**src/rtl/mc_ctrl_fsm_v2_pkg.sv**
```systemverilog
// Shared definitions for the multi-cycle control FSM: state encodings, decoded instruction
// classes, datapath mux select codes, trap cause codes and ARM condition-code constants.
package mc_ctrl_fsm_v2_pkg;

  typedef enum logic [2:0] {
    StFetch  = 3'd0,
    StDecode = 3'd1,
    StExec   = 3'd2,
    StMem    = 3'd3,
    StWb     = 3'd4,
    StTrap   = 3'd5
  } state_e;

  // Instruction classes supplied by the decoder on cls_i.
  localparam logic [2:0] ClsDpWb   = 3'd0;
  localparam logic [2:0] ClsDpNoWb = 3'd1;
  localparam logic [2:0] ClsLdr    = 3'd2;
  localparam logic [2:0] ClsStr    = 3'd3;
  localparam logic [2:0] ClsB      = 3'd4;
  localparam logic [2:0] ClsBl     = 3'd5;
  localparam logic [2:0] ClsUnd    = 3'd6;

  // PC source select.
  localparam logic [1:0] PcSPlus4  = 2'd0;
  localparam logic [1:0] PcSBranch = 2'd1;
  localparam logic [1:0] PcSTrap   = 2'd2;

  // Register-file write address select.
  localparam logic [1:0] RdSRd = 2'd0;
  localparam logic [1:0] RdSLr = 2'd1;

  // Register-file write data select.
  localparam logic [1:0] WdSAlu = 2'd0;
  localparam logic [1:0] WdSMem = 2'd1;
  localparam logic [1:0] WdSPc  = 2'd2;

  // Trap causes.
  localparam logic [1:0] CauseNone    = 2'd0;
  localparam logic [1:0] CauseUnd     = 2'd1;
  localparam logic [1:0] CauseTimeout = 2'd2;

  // ARM condition field encodings.
  localparam logic [3:0] CondEq = 4'h0;
  localparam logic [3:0] CondNe = 4'h1;
  localparam logic [3:0] CondCs = 4'h2;
  localparam logic [3:0] CondCc = 4'h3;
  localparam logic [3:0] CondMi = 4'h4;
  localparam logic [3:0] CondPl = 4'h5;
  localparam logic [3:0] CondVs = 4'h6;
  localparam logic [3:0] CondVc = 4'h7;
  localparam logic [3:0] CondHi = 4'h8;
  localparam logic [3:0] CondLs = 4'h9;
  localparam logic [3:0] CondGe = 4'ha;
  localparam logic [3:0] CondLt = 4'hb;
  localparam logic [3:0] CondGt = 4'hc;
  localparam logic [3:0] CondLe = 4'hd;
  localparam logic [3:0] CondAl = 4'he;
  localparam logic [3:0] CondNv = 4'hf;

  function automatic logic is_dp(input logic [2:0] cls);
    return (cls == ClsDpWb) || (cls == ClsDpNoWb);
  endfunction

endpackage

```
**src/rtl/mc_ctrl_fsm_v2_if.sv**
```systemverilog
// Memory request/ready handshake between the control FSM and the memory system.
//   mem_req   : request outstanding (held until ready or timeout)
//   mem_write : request is a store (meaningful only with mem_req)
//   mem_ready : memory completes the current request this cycle
// master = control FSM, slave = memory.
interface mc_ctrl_fsm_v2_if;
  logic mem_req;
  logic mem_write;
  logic mem_ready;

  modport master (
    output mem_req,
    output mem_write,
    input  mem_ready
  );

  modport slave (
    input  mem_req,
    input  mem_write,
    output mem_ready
  );
endinterface

```
**src/rtl/mc_ctrl_fsm_v2_cond_check.sv**
```systemverilog
// ARM condition-code evaluator (purely combinational).
//   cond_i  : instruction condition field [31:28]
//   nzcv_i  : current flags {N,Z,C,V}
//   pass_o  : 1 when the instruction should execute; NV (4'b1111) never passes
module mc_ctrl_fsm_v2_cond_check
  import mc_ctrl_fsm_v2_pkg::*;
(
  input  logic [3:0] cond_i,
  input  logic [3:0] nzcv_i,
  output logic       pass_o
);

  logic n, z, c, v;
  assign {n, z, c, v} = nzcv_i;

  always_comb begin
    pass_o = 1'b0;
    unique case (cond_i)
      CondEq:  pass_o = z;
      CondNe:  pass_o = !z;
      CondCs:  pass_o = c;
      CondCc:  pass_o = !c;
      CondMi:  pass_o = n;
      CondPl:  pass_o = !n;
      CondVs:  pass_o = v;
      CondVc:  pass_o = !v;
      CondHi:  pass_o = c && !z;
      CondLs:  pass_o = !c || z;
      CondGe:  pass_o = (n == v);
      CondLt:  pass_o = (n != v);
      CondGt:  pass_o = !z && (n == v);
      CondLe:  pass_o = z || (n != v);
      CondAl:  pass_o = 1'b1;
      default: pass_o = 1'b0;
    endcase
  end

endmodule

```
**src/rtl/mc_ctrl_fsm_v2.sv**
```systemverilog
// Multi-cycle control FSM: sequences fetch/decode/exec/mem/writeback, gates execution on the
// ARM condition field, handles variable-latency memory and traps on undefined instructions or
// memory timeout.
//   clk, rst        : clock (rising edge), asynchronous active-low reset
//   instr_i         : IR contents (cond [31:28], S bit [20])
//   cls_i, nzcv_i   : decoded instruction class, current flags
//   mem             : memory handshake (master side)
//   write_ir_o, write_pc_o, pc_s_o, write_reg_o, rd_s_o, w_rdata_s_o : datapath controls
//   LA_o, LB_o, LC_o, LF_o : operand / result / flag latch strobes
//   trap_o, trap_cause_o   : trap entry pulse and sticky cause
//   state_o         : current state for debug
module mc_ctrl_fsm_v2
  import mc_ctrl_fsm_v2_pkg::*;
#(
  parameter int unsigned MEM_TIMEOUT = 16,
  parameter bit          COND_EN     = 1'b1,
  parameter bit          TRAP_ON_NV  = 1'b1
) (
  input  logic                     clk,
  input  logic                     rst,
  input  logic [31:0]              instr_i,
  input  logic [2:0]               cls_i,
  input  logic [3:0]               nzcv_i,
  mc_ctrl_fsm_v2_if.master         mem,
  output logic                     write_ir_o,
  output logic                     write_pc_o,
  output logic [1:0]               pc_s_o,
  output logic                     write_reg_o,
  output logic [1:0]               rd_s_o,
  output logic [1:0]               w_rdata_s_o,
  output logic                     LA_o,
  output logic                     LB_o,
  output logic                     LC_o,
  output logic                     LF_o,
  output logic                     trap_o,
  output logic [1:0]               trap_cause_o,
  output logic [2:0]               state_o
);

  localparam int unsigned CntW = (MEM_TIMEOUT == 0) ? 1 : $clog2(MEM_TIMEOUT + 1);
  // The last wait cycle before the limit; the trap is taken in that cycle if ready is low.
  localparam logic [CntW-1:0] CntLast = (MEM_TIMEOUT == 0) ? '0 : CntW'(MEM_TIMEOUT - 1);

  state_e          state_q, state_d;
  logic [CntW-1:0] cnt_q, cnt_d;
  logic [1:0]      cause_q, cause_d;

  logic cond_pass;
  logic is_und;
  logic trap_und;
  logic exec_ok;
  logic at_limit;
  logic mem_ready;
  logic unused_instr;

  assign unused_instr = ^{instr_i[27:21], instr_i[19:0]};
  assign mem_ready    = mem.mem_ready;

  mc_ctrl_fsm_v2_cond_check u_cond_check (
    .cond_i (instr_i[31:28]),
    .nzcv_i (nzcv_i),
    .pass_o (cond_pass)
  );

  // Code 7 is unallocated and treated as undefined as well.
  assign is_und   = (cls_i == ClsUnd) || (cls_i == 3'd7);
  assign trap_und = is_und || (TRAP_ON_NV && (instr_i[31:28] == CondNv));
  assign exec_ok  = !COND_EN || cond_pass;
  assign at_limit = (MEM_TIMEOUT != 0) && (cnt_q == CntLast);

  always_ff @(posedge clk or negedge rst) begin
    if (!rst) begin
      state_q <= StFetch;
      cnt_q   <= '0;
      cause_q <= CauseNone;
    end else begin
      state_q <= state_d;
      cnt_q   <= cnt_d;
      cause_q <= cause_d;
    end
  end

  // Next state. The counter is zero unless we stay in a memory state waiting for ready,
  // so it is implicitly cleared on every entry to FETCH/MEM.
  always_comb begin
    state_d = state_q;
    cnt_d   = '0;
    cause_d = cause_q;
    unique case (state_q)
      StFetch: begin
        if (mem_ready) begin
          state_d = StDecode;
        end else if (at_limit) begin
          state_d = StTrap;
          cause_d = CauseTimeout;
        end else begin
          cnt_d = cnt_q + CntW'(1);
        end
      end
      StDecode: begin
        if (trap_und) begin
          state_d = StTrap;
          cause_d = CauseUnd;
        end else if (!exec_ok) begin
          state_d = StFetch;
        end else begin
          state_d = StExec;
        end
      end
      StExec: begin
        if (is_dp(cls_i)) begin
          state_d = StWb;
        end else if ((cls_i == ClsLdr) || (cls_i == ClsStr)) begin
          state_d = StMem;
        end else begin
          state_d = StFetch;
        end
      end
      StMem: begin
        if (mem_ready) begin
          state_d = (cls_i == ClsStr) ? StFetch : StWb;
        end else if (at_limit) begin
          state_d = StTrap;
          cause_d = CauseTimeout;
        end else begin
          cnt_d = cnt_q + CntW'(1);
        end
      end
      StWb:    state_d = StFetch;
      StTrap:  state_d = StFetch;
      default: state_d = StFetch;
    endcase
  end

  // Output decode. Everything is qualified by rst so a mid-operation reset drops the
  // request and all strobes immediately, not just at the next edge.
  always_comb begin
    mem.mem_req   = 1'b0;
    mem.mem_write = 1'b0;
    write_ir_o    = 1'b0;
    write_pc_o    = 1'b0;
    pc_s_o        = PcSPlus4;
    write_reg_o   = 1'b0;
    rd_s_o        = RdSRd;
    w_rdata_s_o   = WdSAlu;
    LA_o          = 1'b0;
    LB_o          = 1'b0;
    LC_o          = 1'b0;
    LF_o          = 1'b0;
    trap_o        = 1'b0;
    if (rst) begin
      unique case (state_q)
        StFetch: begin
          mem.mem_req = 1'b1;
          write_ir_o  = mem_ready;
          write_pc_o  = mem_ready;
        end
        StDecode: begin
          LA_o = 1'b1;
          LB_o = 1'b1;
        end
        StExec: begin
          LC_o = 1'b1;
          LF_o = is_dp(cls_i) && instr_i[20];
          if ((cls_i == ClsB) || (cls_i == ClsBl)) begin
            write_pc_o = 1'b1;
            pc_s_o     = PcSBranch;
          end
          if (cls_i == ClsBl) begin
            write_reg_o = 1'b1;
            rd_s_o      = RdSLr;
            w_rdata_s_o = WdSPc;
          end
        end
        StMem: begin
          mem.mem_req   = 1'b1;
          mem.mem_write = (cls_i == ClsStr);
        end
        StWb: begin
          write_reg_o = (cls_i != ClsDpNoWb);
          w_rdata_s_o = (cls_i == ClsLdr) ? WdSMem : WdSAlu;
        end
        StTrap: begin
          write_pc_o = 1'b1;
          pc_s_o     = PcSTrap;
          trap_o     = 1'b1;
        end
        default: ;
      endcase
    end
  end

  assign trap_cause_o = cause_q;
  assign state_o      = state_q;

endmodule

```
**src/flat_wrapper.sv**
```systemverilog
// flat-port wrapper written by rule: the top's interface ports become plain ports
module mc_ctrl_fsm_v2_flat import mc_ctrl_fsm_v2_pkg::*;
#(
  parameter int unsigned MEM_TIMEOUT = 16,
  parameter bit          COND_EN     = 1'b1,
  parameter bit          TRAP_ON_NV  = 1'b1
)
  (clk, rst, instr_i, cls_i, nzcv_i, write_ir_o, write_pc_o, pc_s_o, write_reg_o, rd_s_o, w_rdata_s_o, LA_o, LB_o, LC_o, LF_o, trap_o, trap_cause_o, state_o, mem_mem_req, mem_mem_write, mem_mem_ready);
  mc_ctrl_fsm_v2_if mem_i ();
  input  logic clk;
  input  logic rst;
  input  logic [31:0] instr_i;
  input  logic [2:0] cls_i;
  input  logic [3:0] nzcv_i;
  output logic write_ir_o;
  output logic write_pc_o;
  output logic [1:0] pc_s_o;
  output logic write_reg_o;
  output logic [1:0] rd_s_o;
  output logic [1:0] w_rdata_s_o;
  output logic LA_o;
  output logic LB_o;
  output logic LC_o;
  output logic LF_o;
  output logic trap_o;
  output logic [1:0] trap_cause_o;
  output logic [2:0] state_o;
  output wire logic [$bits(mem_i.mem_req)-1:0] mem_mem_req;
  output wire logic [$bits(mem_i.mem_write)-1:0] mem_mem_write;
  input wire logic [$bits(mem_i.mem_ready)-1:0] mem_mem_ready;
  assign mem_mem_req = mem_i.mem_req;
  assign mem_mem_write = mem_i.mem_write;
  assign mem_i.mem_ready = mem_mem_ready;
  mc_ctrl_fsm_v2 #(.MEM_TIMEOUT(MEM_TIMEOUT), .COND_EN(COND_EN), .TRAP_ON_NV(TRAP_ON_NV)) u_core (.clk(clk), .rst(rst), .instr_i(instr_i), .cls_i(cls_i), .nzcv_i(nzcv_i), .mem(mem_i), .write_ir_o(write_ir_o), .write_pc_o(write_pc_o), .pc_s_o(pc_s_o), .write_reg_o(write_reg_o), .rd_s_o(rd_s_o), .w_rdata_s_o(w_rdata_s_o), .LA_o(LA_o), .LB_o(LB_o), .LC_o(LC_o), .LF_o(LF_o), .trap_o(trap_o), .trap_cause_o(trap_cause_o), .state_o(state_o));
endmodule
```
**config.mk**
```make
export PLATFORM = sky130hd
export DESIGN_NAME = mc_ctrl_fsm_v2_flat
export DESIGN_NICKNAME = d
export VERILOG_FILES = /design/src/rtl/mc_ctrl_fsm_v2_pkg.sv /design/src/rtl/mc_ctrl_fsm_v2_if.sv /design/src/rtl/mc_ctrl_fsm_v2_cond_check.sv /design/src/rtl/mc_ctrl_fsm_v2.sv /design/src/flat_wrapper.sv
export SDC_FILE = /design/constraint.sdc
export NUM_CORES = 1
export LEC_CHECK = 0
export CAP_MARGIN = 20
export CORE_MARGIN = 1.5
export CORE_UTILIZATION = 34
export DETAILED_ROUTE_END_ITERATION = 8
export PLACE_DENSITY = 0.79
export SLEW_MARGIN = 10
export SYNTH_ARGS = -nofsm -noshare
export SYNTH_HDL_FRONTEND = slang
export SYNTH_SLANG_ARGS = --single-unit
```
**constraint.sdc**
```tcl
create_clock -name clk -period 1.8 [get_ports clk]
set_clock_uncertainty 0.1 [all_clocks]
set_input_delay 0.18 -clock clk [delete_from_list [all_inputs] [get_ports clk]]
set_output_delay 0.18 -clock clk [all_outputs]
set_load 0.01 [all_outputs]
```
==> metrics.csv <==
metric,value,unit
ratio of cells with drive above 1 in the final layout,30.81,%
Placed Instances,191,
ys async rst share,100.0,%
Final HPWL DP,1931,um
crit path DAT,1580,ps
placed cell areas,1366,um2
DRT Wirelength,2751,um
CTS tree,done,
final hold slack,376.1,ps
Root Driver,clkbuf_4,
status,finished with violations,
VDD IR-drop max,600.2,uV
Area contributors post-synth,"dfrtp_1 (28%), nand2_1 (5.5%), nor2_1 (5.5%)",
CTS buffer count,3,
warnings from Yosys,0,
H-tree levels,1,
Yosys cell types,39,
Final Cell Area,1486,um2
register area share after synthesis,28.17,%
DRC errors left,0,
GRT overflow,0,
non-filler instance count after layout,202,
RSZ-0062 raised after global routing,yes,
Max Fclk,0.5373,GHz
# IOs,63,
#FFs+latches synth,10,
final setup vio count,2,
DIE WIDTH,54.12,um
RePlAce Congestion,0.8181,
diode count,0,
"Hold Vio Cnt, Final",0,
Max Buffers Root-to-Sink,2,
Post-Synthesis Net Count,158,
Critical Path Fanout Max,3,
pin count of the biggest net entering global routing,14,
Die H,54.12,um
Buffers on Ports,34,
Final Max Slew Viols,0,
min cycle time layout,1861,ps
Synth Cell Area,888.4,um2
Syn Area/Cell,7.725,um2
vias in the first global route,963,
FF+latch area,251.5,um2
vias per cell,5.213,
clk_lat worst skew,270,ps
cell count after synthesis,115,
first-pass GRT wire length,3946,um
Final #Nets,217,
Hold WC Path Type,reg -> reg,
Fillers,219,
power per cell area,970.6,nW/um2
initial core utilization,35.86,%
"CTS clk-pin slew, worst paths",60,ps
die area,2928,um2
ys flop type,dfrtp_1,
antenna violations before repair,0,
DR vias,1053,
Post-Route Utilization,60.00,%
crit path kind,reg -> out,
gr usage total,18.32,%
multi-input logic area,639.4,um2
Leak,0.7204,nW
Startpoint Class,register,
Final ANT Viol Nets,0,
post-route setup slack,-61.12,ps
Crit. End Element,primary output,
P&R area growth vs syn,67.32,%
# Max-Cap Violations,0,
total core area,2477,um2
largest area contributor in the netlist,dfrtp_1,
failing checks,negative setup slack,
final worst path period share,103.4,%
CTS sink cnt,10,
Avg WL per Cell,13.62,um
number of flops mapped to enable cells by yosys,0,
DR pass1 iterations,4,
Synth top area share,28.17,%
Iter 0 DRT Violations,17,
Critical Path RT,1520,ps
Rows,18,
-- through the flow --
step | TNS [ps] | setup WS [ps] | total power (W)
global placement | -3198 | -359.8 | 0.001108
global route | -257.4 | -91.87 | 0.001552
floorplan | 0 | 144.4 | 0.0007257
CTS | 0 | 0.2164 | 0.001304
detailed placement | -3481 | -384.3 | 0.001131
finish | -86.09 | -61.12 | 0.001443
-- logic make-up (layout without fill, tap and decap cells) --
kind of cell	after synthesis	after routing	share of synthesized area, %
buffers and inverters	13	70	7.746
AOI/OAI and AO/OA	21	21	16.76
and+or+nand+nor	62	62	38.45
adders and majority gates	1	1	1.408
other	1	1	0.4221
muxes	1	1	1.127
DFF	10	10	28.17
xor gates and xnor gates	6	6	5.917
-- sequential cells by signal (all words and copies together), names as in the netlist --
| name | flops |
|---|---|
| u_core.cnt_q | 5 |
| u_core.state_o | 3 |
| u_core.trap_cause_o | 2 |
-- power breakdown --
group	switching, W	internal (W)
Sequential	0.0000568	0.000280
Combinational	0.000450	0.000504
Clock	0.0000752	0.0000772
Total	0.000582	0.000861
-- timing repair --
| item | CTS | global route |
|---|---|---|
| hold buffers | 0 | 1 |
| setup buffers | 3 | 4 |
| endpoints found under the setup margin | 15 | 12 |
| resized for setup | 33 | 31 |
| hold endpoints to repair | 0 | 10 |
| pin swaps | 2 | 3 |
-- critical path, cell delays in order, from the launching register on --
cell	delay (ps)
dfrtp_1	390
buf_6	120
nor2_1	60
and3_1	220
or3_1	350
buf_2	160
-- worst paths after layout --
path | from | slack, ps | to | cells past startpoint
min in group asynchronous | rst | 480 | u_core.trap_cause_o[1]$_DFFE_PN0P_ | 3
worst max register to register | u_core.state_o[0]$_DFF_PN0_ | 170 | u_core.trap_cause_o[0]$_DFFE_PN0P_ | 7
worst max-delay path | u_core.state_o[1]$_DFF_PN0_ | -60 | write_pc_o | 5
max in group asynchronous | rst | 780 | u_core.state_o[2]$_DFF_PN0_ | 3
worst min-delay path | u_core.cnt_q[0]$_DFF_PN0_ | 380 | u_core.cnt_q[0]$_DFF_PN0_ | 1
worst min register to register | u_core.cnt_q[0]$_DFF_PN0_ | 380 | u_core.cnt_q[0]$_DFF_PN0_ | 1
-- cells in the final DEF (no fill, tap or decap), types with 2 or more instances in the layout --
cell type and n:
clkdlybuf4s50_1 18, nor3b_1 3, xor2_1 3, o21ai_0 2
buf_6 4, nor3_1 3, clkbuf_2 6, nand3_1 6
buf_4 24, clkbuf_4 3, dlygate4sd2_1 5, nand2b_1 4
a31oi_1 2, nand2_1 11, nor4_1 2, nand4b_1 2
and3_1 2, nor4bb_1 2, o21ai_1 2, inv_1 5
buf_2 3, o211ai_1 4, a21oi_1 4, nor2b_4 2
o21a_1 2, dfrtp_1 9, xnor2_1 3, nand2_4 2
nor2_1 13
-- cells in the mapped netlist, types with 2 or more instances --
cell       n
and3_1     2
and2_1     2
nand4b_1   2
nor4bb_1   2
o21ai_1    2
o21a_1     2
buf_4      2
nor4_1     3
xnor2_1    3
nor2_1    13
nor3_1     4
nand2b_1   5
nor3b_1    3
o21ai_0    2
o211ai_1   4
xor2_1     3
dfrtp_1   10
inv_1      5
a31oi_1    2
nand2_1   13
nor4b_1    2
nand3_1    6
a21oi_1    4
buf_2      4
-- layout make-up --
| class | count | area share, % |
|---|---|---|
| multi-input combinational | 92 | 43.01 |
| timing repair buffer | 62 | 34.76 |
| sequential | 10 | 16.92 |
| tap | 30 | 2.525 |
| clock buffer | 3 | 1.515 |
| inverter | 5 | 1.263 |
-- per-layer routing --
metal / wire length (um) / track usage (%) / part of all wire, % / up-vias
met3: 108 / 2.500 / 3.9 / 4
met1: 1068 / 19.30 / 39 / 496
met5: 0 / 0 / 0 / -
li1: - / - / - / 520
met2: 1530 / 36.38 / 56 / 33
met4: 44 / 6.250 / 1.6 / 0
Power figures use the tool's default switching activity.
